===== src/rtl/interrupt_controller_n.sv =====
// Parametrised interrupt controller: per-source edge capture, fixed priority
// (lowest index wins), delayed-EI master enable and ack/reti service handshake.

module intc_src (
  input  logic iClock,
  input  logic iReset,
  input  logic req,
  input  logic wr_en,
  input  logic wr_val,
  input  logic ack_clr,
  output logic flag
);
  logic prev;
  logic rise;

  assign rise = req & ~prev;

  // Hardware set is applied last so it beats both a CPU write and an ack clear.
  always_ff @(posedge iClock) begin
    if (iReset) begin
      prev <= 1'b0;
      flag <= 1'b0;
    end else begin
      prev <= req;
      flag <= ((wr_en ? wr_val : flag) & ~ack_clr) | rise;
    end
  end
endmodule

module interrupt_controller_n #(
  parameter int          NUM_SRC       = 5,
  parameter logic [15:0] VECTOR_BASE   = 16'h0040,
  parameter int          VECTOR_STRIDE = 8
) (
  input  logic               iClock,
  input  logic               iReset,
  input  logic               iMcuWe,
  input  logic [3:0]         iMcuRegSelect,
  input  logic [7:0]         iMcuWriteData,
  output logic [7:0]         oInterruptEnableRegister,
  output logic [7:0]         oInterruptFlag,
  input  logic [NUM_SRC-1:0] iInterruptRequest,
  input  logic               iEI,
  input  logic               iDI,
  input  logic               iReti,
  input  logic               iAck,
  output logic               oIrq,
  output logic [15:0]        oVector,
  output logic [NUM_SRC-1:0] oServicing,
  output logic               oIme
);
  typedef enum logic {IDLE, SERVE} state_t;

  state_t             state, state_n;
  logic [NUM_SRC-1:0] ie;
  logic [NUM_SRC-1:0] iflag;
  logic [NUM_SRC-1:0] pending;
  logic [NUM_SRC-1:0] ack_clr;
  logic [2:0]         winner;
  logic               accept;
  logic               ime, ime_n;
  logic               ei_pend, ei_pend_n;
  logic               ie_we, if_we;
  logic               unused_wdata;

  assign unused_wdata = ^iMcuWriteData;
  assign ie_we   = iMcuWe && (iMcuRegSelect == 4'h0);
  assign if_we   = iMcuWe && (iMcuRegSelect == 4'hF);
  assign pending = iflag & ie;
  assign oIrq    = ime && (pending != '0) && (state == IDLE);
  assign accept  = iAck && oIrq;
  assign oIme    = ime;

  assign oInterruptEnableRegister = 8'(ie);
  assign oInterruptFlag           = 8'(iflag);

  always_comb begin
    winner = 3'd0;
    for (int i = NUM_SRC - 1; i >= 0; i--)
      if (pending[i]) winner = 3'(i);
  end

  genvar g;
  generate
    for (g = 0; g < NUM_SRC; g++) begin : g_src
      assign ack_clr[g] = accept && (winner == 3'(g));
      intc_src u_src (
        .iClock  (iClock),
        .iReset  (iReset),
        .req     (iInterruptRequest[g]),
        .wr_en   (if_we),
        .wr_val  (iMcuWriteData[g]),
        .ack_clr (ack_clr[g]),
        .flag    (iflag[g])
      );
    end
  endgenerate

  always_ff @(posedge iClock) begin
    if (iReset)     ie <= '0;
    else if (ie_we) ie <= iMcuWriteData[NUM_SRC-1:0];
  end

  // Later assignments take priority; DI overrides everything else.
  always_comb begin
    ime_n     = ime;
    ei_pend_n = ei_pend;
    if (ei_pend) begin
      ime_n     = 1'b1;
      ei_pend_n = 1'b0;
    end
    if (iEI)   ei_pend_n = 1'b1;
    if (iReti) ime_n     = 1'b1;
    if (accept) begin
      ime_n     = 1'b0;
      ei_pend_n = 1'b0;
    end
    if (iDI) begin
      ime_n     = 1'b0;
      ei_pend_n = 1'b0;
    end
  end

  always_ff @(posedge iClock) begin
    if (iReset) begin
      ime     <= 1'b0;
      ei_pend <= 1'b0;
    end else begin
      ime     <= ime_n;
      ei_pend <= ei_pend_n;
    end
  end

  always_comb begin
    state_n = state;
    case (state)
      IDLE:    if (accept) state_n = SERVE;
      SERVE:   if (iReti)  state_n = IDLE;
      default: state_n = IDLE;
    endcase
  end

  always_ff @(posedge iClock) begin
    if (iReset) state <= IDLE;
    else        state <= state_n;
  end

  always_ff @(posedge iClock) begin
    if (iReset) begin
      oVector    <= 16'h0000;
      oServicing <= '0;
    end else if (accept) begin
      oVector    <= VECTOR_BASE + 16'(winner) * 16'(VECTOR_STRIDE);
      oServicing <= NUM_SRC'(1) << winner;
    end else if (state == SERVE && iReti) begin
      oServicing <= '0;
    end
  end
endmodule


===== config.mk =====
export PLATFORM = sky130hd
export DESIGN_NAME = interrupt_controller_n
export DESIGN_NICKNAME = d
export VERILOG_FILES = /design/src/rtl/interrupt_controller_n.sv
export SDC_FILE = /design/constraint.sdc
export NUM_CORES = 1
export LEC_CHECK = 0
export ABC_CLOCK_PERIOD_IN_PS = 1800
export CELL_PAD_IN_SITES_DETAIL_PLACEMENT = 0
export CELL_PAD_IN_SITES_GLOBAL_PLACEMENT = 1
export CORE_MARGIN = 2
export CORE_UTILIZATION = 43
export CTS_CLUSTER_DIAMETER = 30
export DETAILED_ROUTE_END_ITERATION = 10
export DONT_BUFFER_PORTS = 1
export PLACE_DENSITY_LB_ADDON = 0.12
export SLEW_MARGIN = 10
export SYNTH_ARGS = -nofsm -noshare
export SYNTH_HDL_FRONTEND = slang
export SYNTH_HIERARCHICAL = 1
export SYNTH_SLANG_ARGS = --single-unit

===== constraint.sdc =====
create_clock -name iClock -period 1.8 [get_ports iClock]
set_clock_uncertainty 0.2 [all_clocks]
set_input_delay 0.36 -clock iClock [delete_from_list [all_inputs] [get_ports iClock]]
set_output_delay 0.36 -clock iClock [all_outputs]
set_load 0.03 [all_outputs]

==> results.toml <==
[final_layout]
nNetsFinal = 189
drive_above_1_share_pct = 25.0
fill_cells = 256
layout-area-overhead-vs-synth_pct = 23.6
post-route-util_pct = 56.1
diodes = 0

[worst_hold_path]
min_to = "g_src[1].u_src/prev$_SDFF_PP0_"
min_path_type = "primary input to register"
min_path_cells = 1
holdCritStartpoint = "iReset"

[logic_synthesis]
ys_top_cells_by_count = "dfxtp_1, buf_4, nor2_1"
ys_seq_elements = 27
syn_area_mm2 = 0.00125
synth_edf_count = 0
synth_cell_type_count = 32
ys_seq_area_share_pct = 43.2
avgSynthCellArea_um2 = 9.63
synthCells = 130
yosysMostFrequentCell = "dfxtp_1"
synth_top_area_share_pct = 43.2
synth_area_leaders = "dfxtp_1, buf_4, mux2i_1"
synth_warnings = 6
synth_flop_cell = "dfxtp_1"
async_reset_ff_share_pct = 0
yosysTopAreaCell = "dfxtp_1"

[drt]
drt_iter0_markers = 25
drt-vias-per-instance = 5.12
ant_nets = 0
wire_per_inst_um = 14.7
route.vias.total = 999
finalWirelength_um = 2860
drc = 0
first_pass_iters = 4

[power_and_ir_drop]
clkPwrFrac_pct = 24.2
internal_power_w = 0.000771
p_leak_nw = 0.638
seq_power_share_pct = 58.0
p_per_area_mw_per_mm2 = 701
vdd_drop_max_mv = 0.492
swShare_pct = 29.0
pwr-share-comb_pct = 17.8
power.switching_w = 0.000314

[clock_tree]
cts_sinks = 27
cts_buffer_depth = 2
cts_buffers = 3
path_clk_slew_ps = 160
cts_tree = "built"
htreeDepth = 1
root_buffer = "clkbuf_4"
clkLatencyLatePin_ps = 330

[place]
gp_congestion = 0.821
port-buffer-count = 0
dp_hpwl_um = 1960
pre_cts_ws_ps = 120

[setup_path]
r2r_cells = 5
start_kind = "register"
path_class = "register to output pin"
timing.rr.start = "g_src[3].u_src/flag$_SDFF_PP0_"
critPathMaxFanout = 2
worst_ep_arrival_time_ps = 1280
end_kind = "output pin"
r2r_slack_ps = 90
worstPathRequired_ps = 1240
timing.rr.end = "oServicing[4]$_SDFFE_PP0P_"

[global_routing]
grt_pass1_vias = 964
met3_usage_pct = 3.35
grt_max_degree = 22
busiest_layer = "met2"
grtUsageMet1_pct = 21.9
grt_pass1_wl_um = 4440
grt.overflow.total = 0
grtUsageTotal_pct = 17.4
met2_usage_pct = 29.4
antenna_found_initial = 0

[timing]
setup_ws_ps = -42.2
setup_viol = 1
worst_pin_slew_ps = 825
rsz0062_at_grt = "yes"
maxSlewViolCount = 0
min_period_ps = 1840
clock.fmax_mhz = 543
hold_viol = 0
relSlewSlack_pct = 45.0
fin_crit_sh_pct = 102

[floorplanning]
die-area_mm2 = 0.00336
die_w_um = 58.0
start_util_pct = 45.4
num_rows = 19
top_level_ports = 63
die_h_um = 58.0
core_area_mm2 = 0.00276

[status]
outcome = "finished, violations left"
violations = "negative setup slack"

[run]
max-cap-violations = 0
[worst max-delay path, stage by stage, from the launching register on]
cell,delay [ps]
dfxtp_2,350
a22oi_2,210
buf_4,150
a41oi_2,90
buf_6,160
[logic make-up after synthesis]
| logic type | synth area share, % |
|---|---|
| other cells | 0.299 |
| flops | 43.2 |
| mux | 7.99 |
| buf+inv | 13.0 |
| simple gates | 22.6 |
| compound gates | 13.0 |
[state kept, by name, summed over array words and instances (netlist names)]
register and cells:
g_src.u_src/prev 5, oIme 1, state 1, g_src.u_src/flag 5, ei_pend 1, ie 5
oVector 4, oServicing 5
[final cells by class]
cell class                      instances  area (µm²)  area share (%)
Multi-Input combinational cell         97         626            40.4
Sequential cell                        27         549            35.5
Timing Repair Buffer                   34         299            19.3
Tap cell                               31        38.8            2.51
Clock buffer                            3        22.5            1.46
Inverter                                2        7.51           0.485
Clock inverter                          1        5.00           0.323
[what timing repair did]
action	4_1_cts	5_1_grt
cloned	0	0
hold buffers	15	0
pin swaps	2	1
resized for setup	6	3
hold endpoints to repair	27	0
setup buffers	3	1
setup endpoints to repair	1	2
[power groups by stage]
stage | registers, W | clock network [W] | logic, W
3_3_place_gp | 0.000643 | 0 | 0.000152
3_5_place_dp | 0.000644 | 0 | 0.000153
2_1_floorplan | 0.000675 | 0 | 0.000120
5_1_grt | 0.000632 | 0.000297 | 0.000206
4_1_cts | 0.000629 | 0.000276 | 0.000192
6_report | 0.000629 | 0.000263 | 0.000194
[layout by cell type, fill, tap and decap left out, drive strengths merged, types with 2 or more instances in the layout]
master / synthesis / layout
o21a: 2 / 2
clkbuf: 1 / 3
and3: 3 / 3
and2b: 5 / 5
buf: 20 / 19
nor3: 5 / 5
conb: 1 / 18
a31oi: 4 / 4
a21oi: 4 / 4
inv: 2 / 2
nor2: 14 / 14
dfxtp: 27 / 27
nand2: 7 / 7
mux2i: 10 / 10
or2b: 2 / 2
nand3: 3 / 3
dlygate4sd3: 0 / 14
or3b: 5 / 5
o31ai: 5 / 5
[stage by stage]
step	cell area (µm²)	hold slack [ps]	total power (W)	setup TNS [ps]	cells
6_report	1550	22.1	0.00109	-42.2	195
5_1_grt	1550	5.06	0.00114	-94.7	195
4_1_cts	1530	13.5	0.00110	-59.3	194
3_5_place_dp	1320	227	0.000797	0	172
3_3_place_gp	1320	227	0.000794	0	172
2_1_floorplan	1320	229	0.000795	0	147
[layer usage]
layer,up-vias,share of wire [%]
met4,0,0.77
li1,493,-
met2,40,49
met5,-,0
met1,464,43
met3,2,7.9
[worst max-delay path by stage]
| stage | startpoint | to | slack, ps | depth (start not counted) |
|---|---|---|---|---|
| after global placement | ie[0]$_SDFFE_PP0P_ | oServicing[4]$_SDFFE_PP0P_ | 150 | 4 |
| after detailed placement | ie[0]$_SDFFE_PP0P_ | oServicing[4]$_SDFFE_PP0P_ | 120 | 4 |
| after floorplan | g_src[3].u_src/flag$_SDFF_PP0_ | oVector[3]$_SDFFE_PP0P_ | 40 | 5 |
| after global routing | g_src[3].u_src/flag$_SDFF_PP0_ | oIrq | -90 | 4 |
| final | g_src[3].u_src/flag$_SDFF_PP0_ | oIrq | -40 | 4 |
| after CTS | ie[3]$_SDFFE_PP0P_ | oIrq | -60 | 4 |
No activity file was read; power rests on OpenSTA's default activity.
